<file path="config.mk">
export PLATFORM = sky130hd
export DESIGN_NAME = controle_seq
export DESIGN_NICKNAME = d
export VERILOG_FILES = /design/src/rtl/controle_pkg.sv /design/src/rtl/controle_rom.sv /design/src/rtl/controle_seq.sv
export SDC_FILE = /design/constraint.sdc
export NUM_CORES = 1
export LEC_CHECK = 0
export ABC_AREA = 1
export BUFFER_PORTS_ARGS = -buffer_cell sky130_fd_sc_hd__buf_2
export CAP_MARGIN = 20
export CORE_AREA = 3 3 40 42
export DETAILED_ROUTE_END_ITERATION = 7
export DIE_AREA = 0 0 43 45
export PLACE_DENSITY = 0.72
export SYNTH_ARGS = -nofsm -noshare
export SYNTH_HDL_FRONTEND = slang
export SYNTH_SLANG_ARGS = --single-unit
</file>
<file path="constraint.sdc">
create_clock -name clk -period 1.4 [get_ports clk]
set_input_delay 0 -clock clk [delete_from_list [all_inputs] [get_ports clk]]
set_output_delay 0 -clock clk [all_outputs]
set_load 0.05 [all_outputs]
</file>
<file path="src/rtl/controle_pkg.sv">
// controle_pkg -- shared definitions for the controle_seq sequencer.
//   * register-channel command codes (cmd_t)
//   * ALU operation codes (alu_t)
//   * sequencer FSM state encoding (state_t)
//   * fixed program geometry (number of programmed channels / steps)
package controle_pkg;

  typedef enum logic [2:0] {
    CMD_HOLD   = 3'b000,
    CMD_LOAD   = 3'b001,
    CMD_SHIFTR = 3'b010,
    CMD_SHIFTL = 3'b011,
    CMD_RESET  = 3'b100
  } cmd_t;

  typedef enum logic [2:0] {
    ALU_ADD   = 3'b000,
    ALU_SUB   = 3'b001,
    ALU_MAIOR = 3'b010,
    ALU_MENOR = 3'b011,
    ALU_IGUAL = 3'b100,
    ALU_XOR   = 3'b101,
    ALU_AND   = 3'b110
  } alu_t;

  // Op code with no ALU meaning; it is latched as ADD.
  localparam logic [2:0] OP_INVALID = 3'b111;

  typedef enum logic [1:0] {
    ST_IDLE = 2'b00,
    ST_RUN  = 2'b01,
    ST_DONE = 2'b10
  } state_t;

  // Channels 0..2 (X, Y, Z) carry the program; the rest only ever hold.
  localparam int PROG_CHANNELS = 3;
  // Steps 0..4 carry the program; later steps only hold.
  localparam int PROG_STEPS    = 5;

endpackage

</file>
<file path="src/rtl/controle_rom.sv">
// controle_rom -- purely combinational program table.
// Maps the current step and the latched ALU op to per-channel register
// commands and the ALU operation. Gating by FSM state is done by the caller.
//   step  : current step index (4 bits)
//   op    : latched ALU operation (CW bits)
//   treg  : packed channel commands, channel i at [i*CW +: CW]
//   tula  : ALU operation for this step
module controle_rom
  import controle_pkg::*;
#(
  parameter int N_REG = 3,
  parameter int CW    = 3
) (
  input  logic [3:0]          step,
  input  logic [CW-1:0]       op,
  output logic [N_REG*CW-1:0] treg,
  output logic [CW-1:0]       tula
);

  cmd_t x_cmd;
  cmd_t y_cmd;
  cmd_t z_cmd;

  always_comb begin
    x_cmd = CMD_HOLD;
    y_cmd = CMD_HOLD;
    z_cmd = CMD_HOLD;
    case (step)
      4'd0: begin x_cmd = CMD_LOAD;  y_cmd = CMD_RESET;  z_cmd = CMD_RESET; end
      4'd1: begin x_cmd = CMD_LOAD;  y_cmd = CMD_LOAD;   z_cmd = CMD_HOLD;  end
      4'd2: begin x_cmd = CMD_RESET; y_cmd = CMD_LOAD;   z_cmd = CMD_RESET; end
      4'd3: begin x_cmd = CMD_RESET; y_cmd = CMD_SHIFTR; z_cmd = CMD_RESET; end
      4'd4: begin x_cmd = CMD_RESET; y_cmd = CMD_RESET;  z_cmd = CMD_LOAD;  end
      default: ;  // padding steps of longer programs hold everything
    endcase
  end

  genvar gi;
  generate
    for (gi = 0; gi < N_REG; gi++) begin : g_chan
      if (gi == 0) begin : g_x
        assign treg[gi*CW +: CW] = CW'(x_cmd);
      end else if (gi == 1) begin : g_y
        assign treg[gi*CW +: CW] = CW'(y_cmd);
      end else if (gi == 2) begin : g_z
        assign treg[gi*CW +: CW] = CW'(z_cmd);
      end else begin : g_aux
        assign treg[gi*CW +: CW] = CW'(CMD_HOLD);
      end
    end
  endgenerate

  // The op is already sanitised when latched, so it passes straight through.
  assign tula = op;

endmodule

</file>
<file path="src/rtl/controle_seq.sv">
// controle_seq -- fixed-program datapath sequencer.
// On an accepted start in IDLE it runs STEPS cycles in RUN, driving register
// commands (Treg) and the ALU op (Tula) from a program table, then pulses
// done for one DONE cycle and returns to IDLE.
// Ports:
//   clk, rst      : clock, synchronous active-high reset
//   start, op     : run request and ALU op (sampled only in IDLE)
//   abort         : only with CONTROLE_SEQ_ABORT_EN defined; cancels a run
//   Treg          : N_REG packed channel commands (0=X, 1=Y, 2=Z, 3+ aux)
//   Tula          : ALU operation for the current step
//   step          : current step index (0 outside RUN)
//   busy, done    : RUN indicator and one-cycle completion pulse
// Optional feature macro: CONTROLE_SEQ_ABORT_EN.
module controle_seq
  import controle_pkg::*;
#(
  parameter int N_REG = 3,
  parameter int CW    = 3,
  parameter int STEPS = 5
) (
  input  logic                clk,
  input  logic                rst,
  input  logic                start,
  input  logic [CW-1:0]       op,
`ifdef CONTROLE_SEQ_ABORT_EN
  input  logic                abort,
`endif
  output logic [N_REG*CW-1:0] Treg,
  output logic [CW-1:0]       Tula,
  output logic [3:0]          step,
  output logic                busy,
  output logic                done
);

  localparam logic [3:0] LAST_STEP = 4'(STEPS - 1);

  state_t        state_q, state_d;
  logic [3:0]    step_q,  step_d;
  logic [CW-1:0] op_q,    op_d;

  logic [N_REG*CW-1:0] rom_treg;
  logic [CW-1:0]       rom_tula;
  logic                abort_hit;

`ifdef CONTROLE_SEQ_ABORT_EN
  assign abort_hit = abort && (state_q == ST_RUN);
`else
  assign abort_hit = 1'b0;
`endif

  controle_rom #(
    .N_REG (N_REG),
    .CW    (CW)
  ) u_rom (
    .step (step_q),
    .op   (op_q),
    .treg (rom_treg),
    .tula (rom_tula)
  );

  // State register
  always_ff @(posedge clk) begin
    if (rst) begin
      state_q <= ST_IDLE;
      step_q  <= 4'd0;
      op_q    <= CW'(ALU_ADD);
    end else begin
      state_q <= state_d;
      step_q  <= step_d;
      op_q    <= op_d;
    end
  end

  // Next-state logic
  always_comb begin
    state_d = state_q;
    step_d  = step_q;
    op_d    = op_q;
    case (state_q)
      ST_IDLE: begin
        step_d = 4'd0;
        if (start) begin
          state_d = ST_RUN;
          op_d    = (op == CW'(OP_INVALID)) ? CW'(ALU_ADD) : op;
        end
      end
      ST_RUN: begin
        if (abort_hit) begin
          state_d = ST_IDLE;
          step_d  = 4'd0;
        end else if (step_q == LAST_STEP) begin
          state_d = ST_DONE;
          step_d  = 4'd0;
        end else begin
          step_d  = step_q + 4'd1;
        end
      end
      ST_DONE: begin
        state_d = ST_IDLE;
        step_d  = 4'd0;
      end
      default: begin
        state_d = ST_IDLE;
        step_d  = 4'd0;
      end
    endcase
  end

  // Output logic
  always_comb begin
    busy = (state_q == ST_RUN);
    done = (state_q == ST_DONE);
    step = step_q;
    Treg = '0;  // all channels HOLD
    Tula = CW'(ALU_ADD);
    if (state_q == ST_RUN) begin
      Tula = rom_tula;
      if (abort_hit) begin
        for (int i = 0; i < N_REG; i++) begin
          Treg[i*CW +: CW] = CW'(CMD_RESET);
        end
      end else begin
        Treg = rom_treg;
      end
    end
  end

endmodule

</file>
* After elaboration in Yosys (flattened, before gate mapping)
Index checks and enable logic that the tools add are counted.
Storage, ports and cells: register bits after elaboration 9, memories 0, bits in writable memories 0, word-level logic and storage cells 33, bits in read-only memories 0, output and inout bits 18, bits in latches 0
Operators by class: divide/modulo/power cells 0, add/sub/neg operators 1, eq/ne operators 9, bitwise gates (word level) 1, shifts and indexed selects 0, reductions and logical operators 10, muxes and demuxes 9, multiply operators 0, magnitude comparators 0
Operators with widths (number):
- 3-bit one-hot mux with 2 select lines | 2
- 9-bit 2-to-1 mux | 1
- 3-bit one-hot mux with 3 select lines | 1
- 3-bit OR reduction | 3
- 4-bit by 2-bit equality test with 1-bit output (second input constant) | 2
- 3-bit 2-to-1 mux | 2
- 2-bit OR reduction | 3
- 4-bit by 1-bit adder with 4-bit output (second input constant) | 1
- 4-bit by 1-bit equality test with 1-bit output (second input constant) | 1
- 4-bit by 3-bit equality test with 1-bit output (second input constant) | 1
- 4-bit logical NOT | 1
- 2-bit 2-to-1 mux | 2
- 2-bit one-hot mux with 2 select lines | 1
- 2-bit AND reduction | 2
- 3-bit equality test (second input constant) | 1
- 2-bit by 1-bit equality test with 1-bit output (second input constant) | 1
- 2-bit equality test (second input constant) | 1
- 2-bit logical NOT | 1
- 2-bit by 1-bit != test with 1-bit output (second input constant) | 1
- 2-bit != test (second input constant) | 1
- 1-bit inverter | 1

* Longest topological paths before layout
Gate-level depths: netlist (run 1).
word-level depth 4, gate-level depth with buffers 7, depth with buffers taken out 7

* Modules after synthesis
A second synthesis (run 1) with hierarchy kept.
Unflattened totals: cell total of the unflattened synthesis 102, area, all modules 645.6 µm²
Modules (own cells, without submodules):
- controle_seq | cells an instance 79, times used 1, seq. area each 180.2 µm², area each 535.5 µm²
- controle_rom | cells an instance 23, times used 1, seq. area each 0.0 µm², area each 110.1 µm²

* Least setup slack after synthesis (run 1)
OpenSTA, ideal clock, no wires.
kind reg2out, start register step_q[0], in the netlist step[0], end output port Treg[2], buffers on the path 0, required time 1.400 ns, arrival time 1.731 ns, cell stages (with the launch flop) 7, setup slack -0.331 ns, cell sequence dfxtp_1 > inv_1 > ha_1 > nand2_1 > nor2_1 > nand2_1 > nand3_1
Between the ends: longest elaborated chain between the ends 4, elaborated cells on any way between the ends 9
RTL lines:
- from (decl) | line controle_seq.sv:38 | logic [3:0] step_q, step_d;
- from (signal assigned) | line controle_seq.sv:69 | step_q <= step_d;
- 4-bit by 3-bit equality test with 1-bit output (tied with other cells) | line controle_rom.sv:28 | case (step)
- 3-bit OR reduction (no line) or 2-bit OR reduction (tied branches)
- 3-bit one-hot mux with 2 select lines * | line controle_rom.sv:28
- 9-bit 2-to-1 mux * | line controle_seq.sv:116 | if (state_q == ST_RUN) begin
- to (decl) | line controle_seq.sv:28 | output logic [N_REG*CW-1:0] Treg,
Every way passes the cells marked *; elsewhere a longest branch is shown, timed or not.

* Worst setup path after layout (run 1)
start register state_q[0], end output port Tula[2]
Between the ends: longest elaborated chain between the ends 2
RTL lines:
- from (decl) | line controle_seq.sv:37 | state_t state_q, state_d;
- from (signal assigned) | line controle_seq.sv:68 | state_q <= state_d;
- 2-bit by 1-bit equality test with 1-bit output | line controle_seq.sv:116
- 3-bit 2-to-1 mux | line controle_seq.sv:116
- to (decl) | line controle_seq.sv:29 | output logic [CW-1:0] Tula,
Every way passes these cells.

==> summary.txt, run 1 <==
Clocking
  • CTS sink count: 9
  • Htree depth: 1
  • Clk Latency, worst-skew pair: 0.27 ns
  • CTS root buf: clkbuf_4
  • CTS tree: done
  • Clock buffer depth: 2
  • CTS clk-pin slew, worst paths: ~0.070 ns
  • TritonCTS buffer count: 3

Min path
  • Hold Path Sink: op_q[0]
  • Worst Hold Launch: op[1]
  • WHS Path Cells: 4
  • Hold WC Path Type: input port to register

Final layout
  • Fillers: 119
  • Syn-to-layout area delta: 48.98%
  • Commonest non-fill, non-tap cells in the layout: nor2_1, nand2_1, buf_2
  • Fin cells: about 130
  • Final #Nets: about 120
  • Area of the multi-input gates: 356.6 sq um
  • Register area: ~190 sq um
  • Layout cell share with drive strength beyond 1: 0.4455
  • Most common cell after layout, fill and taps aside: nor2_1
  • Ant diodes: 0

Power
  • P_leak: between 0.4 and 0.5 nW
  • Power density cells: around 900 mW/mm^2
  • Worst IR Drop VDD: between 0.4 and 0.5 mV
  • Power consumption: roughly 740 uW

Critical path
  • Critical path required time: ~1.4 ns
  • R2R Setup Slk: 0.08 ns
  • CP Max Fanout: 7
  • Startpoint Class: register
  • Arrival time of the worst setup path: 1.36 ns
  • Reg-to-reg startpoint: step[0]
  • Crit path from: state_q[0]
  • Reg-to-reg endpoint: step[3]
  • Reg2Reg Depth: 10
  • Crit. End Element: primary output
  • Critical setup path kind: register to primary output

Floorplan
  • Core area: approximately 0.0013 sq mm
  • Die area: 0.001935 sq mm
  • Die H: 45 microns
  • Starting density of the core: 0.4314
  • Die width: 43 microns
  • Boundary Pins: 24
  • Row count: 13

Routing
  • Pre-antenna DRT Iters: 4
  • Via count: between 500 and 600
  • Total wire length: around 1300 microns
  • Initial drt markers: 15
  • DRT antenna net count: 0
  • Number of remaining DRC errors: 0
  • Vias per cell: between 4 and 5
  • Avg WL per Cell: around 11 microns

Global routing
  • Initial antenna violation count: 0
  • First-pass GRT wire length: 2214 microns
  • Vias in the first global route: 537
  • Largest net degree at the start of global routing: 8
  • GRT Util Overall: 0.1579
  • Grt ovf: 0

Status
  • Status: finished, final reports clean

Timing
  • Fin crit period: approximately 1.4 ns
  • Fmax: approximately 0.74 GHz
  • Final Setup Violations: 0
  • Setup WS post-layout: around 0.044 ns
  • Setup Skew: approximately 0.00051 ns
  • Unrepaired setup endpoints after global routing: true
  • Final slew viol count: 0
  • Final Hold Fails: 0
  • Tcrit/Tclk final: 0.9686

Synthesis
  • Yosys top cell area share: 0.3251
  • Area leader, netlist: dfxtp_1
  • Synth top area cells: dfxtp_1, nor2_1, ha_1
  • Yosys warnings: 0
  • Mapped Cells: 82
  • Cell Area, Synth: 554.3 sq um
  • Number of synthesized register bits: 9
  • Synth unique cells: 17
  • Sequential area share after synthesis: 0.3251
  • Avg Synthesized Cell Area: roughly 6.8 sq um

Place
  • GPL Wtd Cong: 0.7797
  • Hpwl dp: slightly below 1000 microns
  • Place WS: approximately 0.13 ns
  • Port Buf Inserts: 21
  • Dpl cells: 117

Run
  • Max Cap Violations: 0
critical path: stages, from the launching register on:
cell	delay (ns)
dfxtp_2	0.36
inv_2	0.05
nor2_4	0.18
inv_2	0.13
nor2_1	0.12
clkbuf_4	0.24
worst max-delay path by stage:
| stage | to | slack, ns | cells after the start |
|---|---|---|---|
| after floorplan | Treg[5] | -0.16 | 4 |
| after global placement | Treg[2] | 0.16 | 7 |
| after detailed placement | Treg[2] | 0.13 | 7 |
| after CTS | Treg[3] | 0.002 | 5 |
| after global routing | step[3] | -0.01 | 10 |
| final | Tula[2] | 0.04 | 5 |
logic make-up after synthesis:
family	share of synthesized area
flip-flops	0.3251
XOR/XNOR	0.01580
other	0.006766
AND/OR/NAND/NOR	0.3476
buffers and inverters	0.1219
AO/OA/AOI/OAI	0.09255
adder cells (fa/ha/maj)	0.09030
through the flow:
stage	hold slack (ns)	area, sq um	util	setup TNS (ns)
finish	0.06244	825.8	0.6426	0
CTS	0.06020	770.7	0.5998	0
floorplan	0.07238	565.5	-	-0.7659
global route	0.1021	825.8	0.6426	-0.02322
detailed placement	0.2061	674.4	0.5248	0
global placement	0.2060	674.4	0.5248	0
flip-flops by register name (all words and copies together), names as in the netlist:
name     count
step         4
op_q         3
state_q      2
synth_stat cells:
master / count
nor2_1: 20
o21ai_2: 1
nor2_4: 1
nand4_1: 1
nor2_2: 1
conb_1: 1
a21boi_0: 3
inv_1: 12
xnor2_1: 1
buf_4: 2
ha_1: 4
o21ai_0: 4
nand3_1: 5
nand3_2: 2
dfxtp_1: 9
inv_2: 2
nand2_1: 13
per-layer routing:
metal | global-route usage | wire (microns) | vias to the layer above
met5 | 0 | 0 | -
met4 | 0.1265 | 42 | 0
met3 | 0.02789 | 65 | 5
met2 | 0.2665 | 646 | 15
met1 | 0.1752 | 587 | 257
li1 | - | - | 302
area by class of cell:
cell class	instances	area share
clock buffer	4	0.03182
inverter	14	0.06970
multi-input combinational	58	0.4318
sequential	9	0.2288
tap	15	0.02273
timing repair buffer	25	0.2152
timing repair:
action                                 in CTS  in global routing
pin swaps                                   3                  2
setup buffers                               3                  0
setup endpoints to repair                   6                 11
endpoints found under the hold margin       2                  0
resized for setup                          15                 22
hold buffers                                1                  0
power breakdown:
| group | total, mW | internal (mW) | switching [mW] |
|---|---|---|---|
| sequential | 0.282 | 0.270 | 0.0125 |
| combinational | 0.246 | 0.0725 | 0.174 |
| clock | 0.216 | 0.111 | 0.106 |
Note: power is estimated with default switching activity, not from simulation.
==> run 2: changes to the inputs <==
ABC_AREA = default   (was 1)
PLACE_DENSITY = 0.69   (was 0.72)
==> summary.txt, run 2 <==
Status
  • Status: finished, violations left
  • Failing checks: negative setup slack

Synthesis
  • Mapped Cells: 61
  • Post-synth EDFFs: 0
  • Number of synthesized register bits: 9
  • Synth unique cells: 23
  • Post-synth ARST share: 0
  • Avg Synthesized Cell Area: 8.307 sq um
  • Sequential area share after synthesis: 0.3556
  • Area leader, netlist: dfxtp_1
  • Yosys warnings: 0
  • Cell Area, Synth: a little over 500 sq um
  • Cell with the most instances after synthesis: dfxtp_1
  • Commonest cells post-synth: dfxtp_1, nand2_1, nor2_1
  • Synth top area cells: dfxtp_1, ha_1, and2_1
  • Main synth FF type: dfxtp_1
  • Yosys top cell area share: 0.3556

Critical path
  • Startpoint Class: register
  • CP delay by family, top: simple AND/OR/NAND/NOR gates
  • Buf/Inv on CP: 1
  • Reg2Reg Depth: 5
  • CP peak stage delay: around 0.43 ns
  • CP Max Fanout: 5
  • Critical path required time: 1.40 ns
  • Slowest-stage cell, CP: or3b_4
  • Critical setup path kind: register to primary output
  • Arrival time of the worst setup path: ~1.5 ns
  • Worst path cell trace: or3b_4, nor2_4, o21a_1, buf_6
  • Critical path depth in cells: 4
  • Crit. End Element: primary output

Global routing
  • First-pass GRT wire length: about 1900 microns
  • Grt ovf: 0
  • Initial antenna violation count: 0
  • Largest net degree at the start of global routing: 8
  • Vias in the first global route: between 400 and 500
  • GRT Util Overall: 0.1297

Clocking
  • Clock buffer depth: 2
  • CTS root buf: clkbuf_4
  • TritonCTS buffer count: 3
  • CTS clk-pin slew, worst paths: around 0.06 ns
  • Htree depth: 1
  • Clk Latency, worst-skew pair: approximately 0.25 ns
  • CTS sink count: 9
  • CTS tree: done

Timing
  • Setup WS post-layout: -0.05661 ns
  • Final slew viol count: 0
  • Setup tns final: -0.2322 ns
  • Unrepaired setup endpoints after global routing: true
  • Fmax: slightly below 0.7 GHz
  • Setup Skew: 0.001332 ns
  • Minimum hold slack: ~0.026 ns
  • Final Setup Violations: 5
  • Final Hold Fails: 0
  • Tcrit/Tclk final: 1.040
  • Fin crit period: between 1 and 1.5 ns

Power
  • Switching power: approximately 240 uW
  • P_leak: between 0.3 and 0.4 nW
  • Clock network fraction of design power: 0.273
  • Worst IR Drop VDD: 0.5016 mV
  • Internal power component: roughly 470 uW
  • Sequential power share: 0.390
  • Power consumption: 710.3 uW
  • Net Sw Frac: 0.3442
  • Combinational Power Share: 0.338
  • Power density cells: about 910 mW/mm^2

Final layout
  • Syn-to-layout area delta: 54.32%
  • Core Util, Final: 0.6086
  • Fillers: 110
  • Register area: roughly 190 sq um
  • Fin cells: ~110
  • Ant diodes: 0
  • Final Cell Area: 782.0 sq um
  • Layout cell share with drive strength beyond 1: 0.5055
  • Max reg flops: 4
  • Final #Nets: roughly 100
  • Area of the multi-input gates: approximately 330 sq um
  • Commonest non-fill, non-tap cells in the layout: buf_2, nand2_1, buf_6
  • Most common cell after layout, fill and taps aside: buf_2

Min path
  • Hold WC Path Type: input port to register
  • WHS Path Cells: 3

Place
  • Hpwl dp: just under 900 microns
  • Port Buf Inserts: 21
  • Place WS: 0.05462 ns
  • Area after DPL: approximately 660 sq um
  • Dpl cells: 98
  • GPL Wtd Cong: ~0.65

Routing
  • Vias per cell: 4.604
  • DRT antenna net count: 0
  • Avg WL per Cell: approximately 10 microns
  • Pre-antenna DRT Iters: 2
  • Total wire length: roughly 1100 microns
  • Initial drt markers: 3
  • Number of remaining DRC errors: 0
  • Via count: about 500

Floorplan
  • Starting density of the core: 0.3944
  • Die width: 43 microns
  • Core area: 0.001285 sq mm
  • Boundary Pins: 24
  • Die H: about 45 microns
  • Row count: 13
  • Die area: 0.001935 sq mm

Run
  • Max Cap Violations: 0
## run 2: layer usage
metal	up-vias	GRT usage	part of all wire
li1	256	-	-
met1	222	0.1394	0.42
met2	10	0.2395	0.54
met3	0	0.03586	0.043
met4	0	0.05422	0
met5	-	0	0
## run 2: final cells by class
| cell class | instances | share of cell area |
|---|---|---|
| repair buffers | 27 | 0.2560 |
| clock buffers | 4 | 0.03360 |
| inverters | 5 | 0.02400 |
| well taps | 15 | 0.02400 |
| flip-flops and latches | 9 | 0.2384 |
| multi-input cells | 46 | 0.4240 |
## run 2: final timing paths
path | startpoint | to | slack (ns)
max | step[3] | Treg[0] | -0.06
min | op[1] | op_q[1] | 0.03
max reg2reg | step[1] | step[2] | 0.15
min reg2reg | op_q[1] | op_q[1] | 0.47
## run 2: power groups by stage
stage / sequential, mW / clock, mW / combinational (mW)
floorplan: 0.292 / 0 / 0.150
global placement: 0.283 / 0 / 0.195
detailed placement: 0.283 / 0 / 0.198
CTS: 0.276 / 0.203 / 0.234
global route: 0.278 / 0.213 / 0.255
finish: 0.277 / 0.194 / 0.240
## run 2: repair_timing
action | in CTS | in global routing
hold endpoints to repair | 4 | 0
pin swaps | 2 | 2
gates resized for setup | 16 | 7
setup buffers | 3 | 0
endpoints found under the setup margin | 7 | 10
hold buffers | 1 | 0
## run 2: cell families after synthesis
family,share of synthesized area
AO/OA/AOI/OAI,0.1161
XOR/XNOR,0.03457
adder cells (fa/ha/maj),0.09877
buffers and inverters,0.06666
flip-flops,0.3556
other,0.007400
AND/OR/NAND/NOR,0.3210
## run 2: worst reg2reg max path, stage by stage (launching register included)
cell and delay [ns]:
dfxtp_2 0.34, inv_2 0.08, ha_4 0.14, nand2_1 0.07
o211ai_1 0.37, nor2_1 0.10
==> run 3: changes to the inputs <==
PLACE_DENSITY = 0.68   (was 0.69)
==> summary.txt, run 3 (synthesized netlist as in run 2, its figures left out) <==
Timing
  • Setup WS post-layout: -0.08250 ns
  • Minimum hold slack: 0.02699 ns
  • Setup Skew: approximately 0.0065 ns
  • Final Setup Violations: 5
  • Fin crit period: around 1.5 ns
  • Fmax: around 0.67 GHz
  • Tcrit/Tclk final: 1.059
  • Final Hold Fails: 0
  • Final slew viol count: 0
  • Unrepaired setup endpoints after global routing: true

Critical path
  • Crit path to: Treg[8]
  • CP Max Fanout: 5
  • Arrival time of the worst setup path: 1.48 ns
  • Startpoint Class: register
  • Critical setup path kind: register to primary output
  • Worst path cell trace: or3b_4, nor2_4, o31a_2, buf_8
  • R2R Setup Slk: approximately 0.19 ns
  • Reg-to-reg startpoint: step[1]
  • Reg-to-reg endpoint: state_q[0]
  • Crit. End Element: primary output
  • CP peak stage delay: 0.43 ns
  • Slowest-stage cell, CP: or3b_4
  • Reg2Reg Depth: 5
  • Critical path required time: ~1.4 ns
  • Crit path from: state_q[1]

Routing
  • Avg WL per Cell: 10.42 microns
  • Via count: roughly 470
  • DRT antenna net count: 0
  • Total wire length: 1105 microns
  • Initial drt markers: 4
  • Vias per cell: 4.453
  • Number of remaining DRC errors: 0
  • Pre-antenna DRT Iters: 4

Final layout
  • Fillers: between 100 and 150
  • Layout cell share with drive strength beyond 1: 0.4945
  • Final Cell Area: around 780 sq um
  • Syn-to-layout area delta: 54.81%
  • Most common cell after layout, fill and taps aside: buf_2
  • Ant diodes: 0
  • Commonest non-fill, non-tap cells in the layout: buf_2, nand2_1, clkbuf_4
  • Max reg flops: 4
  • Final #Nets: ~100
  • Core Util, Final: 0.6105

Global routing
  • Vias in the first global route: around 420
  • GRT Util Overall: 0.1154
  • Largest net degree at the start of global routing: 8
  • Initial antenna violation count: 0
  • First-pass GRT wire length: 1690 microns
  • Grt ovf: 0

Power
  • Worst IR Drop VDD: 0.6525 mV
  • Power density cells: a little under 900 mW/mm^2
  • P_leak: 0.3708 nW

Clocking
  • Clk Latency, worst-skew pair: roughly 0.25 ns
  • CTS root buf: clkbuf_4
  • TritonCTS buffer count: 3
  • CTS clk-pin slew, worst paths: about 0.060 ns
  • CTS sink count: 9
  • CTS tree: done
  • Htree depth: 1
  • Clock buffer depth: 2

Floorplan
  • Die H: around 45 microns
  • Row count: 13
  • Die area: between 0.0015 and 0.002 sq mm
  • Boundary Pins: 24
  • Starting density of the core: 0.3944
  • Die width: roughly 43 microns
  • Core area: about 0.0013 sq mm

Status
  • Failing checks: negative setup slack
  • Status: finished, violations left

Place
  • Place WS: between 0.06 and 0.07 ns
  • Hpwl dp: around 800 microns
  • Port Buf Inserts: 21
  • GPL Wtd Cong: a little under 0.7
  • Area after DPL: between 600 and 700 sq um

Min path
  • Hold WC Path Type: input port to register

Run
  • Max Cap Violations: 0
[run 3: per-layer routing]
metal / up-vias / share of wire / track usage
met5: - / 0 / 0
met4: 0 / 0 / 0.01807
met3: 0 / 0.030 / 0.04781
met2: 8 / 0.56 / 0.2246
met1: 210 / 0.41 / 0.1171
li1: 254 / - / -
[run 3: repair_timing]
action / 4_1_cts / 5_1_grt
pin swaps: 3 / 2
buffers inserted: 2 / 1
hold buffers: 1 / 0
hold endpoints to repair: 4 / 0
endpoints found under the setup margin: 7 / 10
gates resized for setup: 17 / 7
[run 3: critical path: cells and delay by family (launching register included)]
| family | cells | cell delay [ns] |
|---|---|---|
| AO/OA/AOI/OAI | 1 | 0.19 |
| AND/OR/NAND/NOR | 2 | 0.57 |
| flip-flops | 1 | 0.32 |
| buffers and inverters | 1 | 0.15 |
[run 3: how the worst min path moves through the flow]
stage                      from  endpoint  slack [ns]  cells past startpoint
after global routing      op[1]   op_q[1]        0.02                      3
after detailed placement    rst   op_q[0]        0.25                      2
after global placement      rst   op_q[0]        0.24                      2
after floorplan             rst   op_q[0]        0.07                      1
final                     op[0]   op_q[0]        0.03                      3
after CTS                 op[0]   op_q[0]        0.02                      3
[run 3: area by class of cell]
class / instances / area (sq um) / area share
multi-input cells: 46 / 329.1 / 0.4195
repair buffers: 27 / 205.2 / 0.2616
flip-flops and latches: 9 / 186.4 / 0.2376
clock buffers: 4 / 26.28 / 0.03349
inverters: 5 / 18.77 / 0.02392
well taps: 15 / 18.77 / 0.02392
[run 3: stage by stage]
| step | std cells | setup TNS (ns) | power [mW] |
|---|---|---|---|
| final | 106 | -0.2844 | 0.6991 |
| after global routing | 106 | -0.5491 | 0.7370 |
| after CTS | 105 | -0.2849 | 0.6957 |
| after detailed placement | 98 | 0 | 0.4790 |
| after global placement | 98 | 0 | 0.4779 |
| after floorplan | 62 | -0.3116 | 0.4424 |
[run 3: report_power, final]
part	leakage (nW)	switching [mW]	internal (mW)
logic	0.280	0.153	0.0816
clock network	0.0150	0.0785	0.109
registers	0.0755	0.00790	0.269
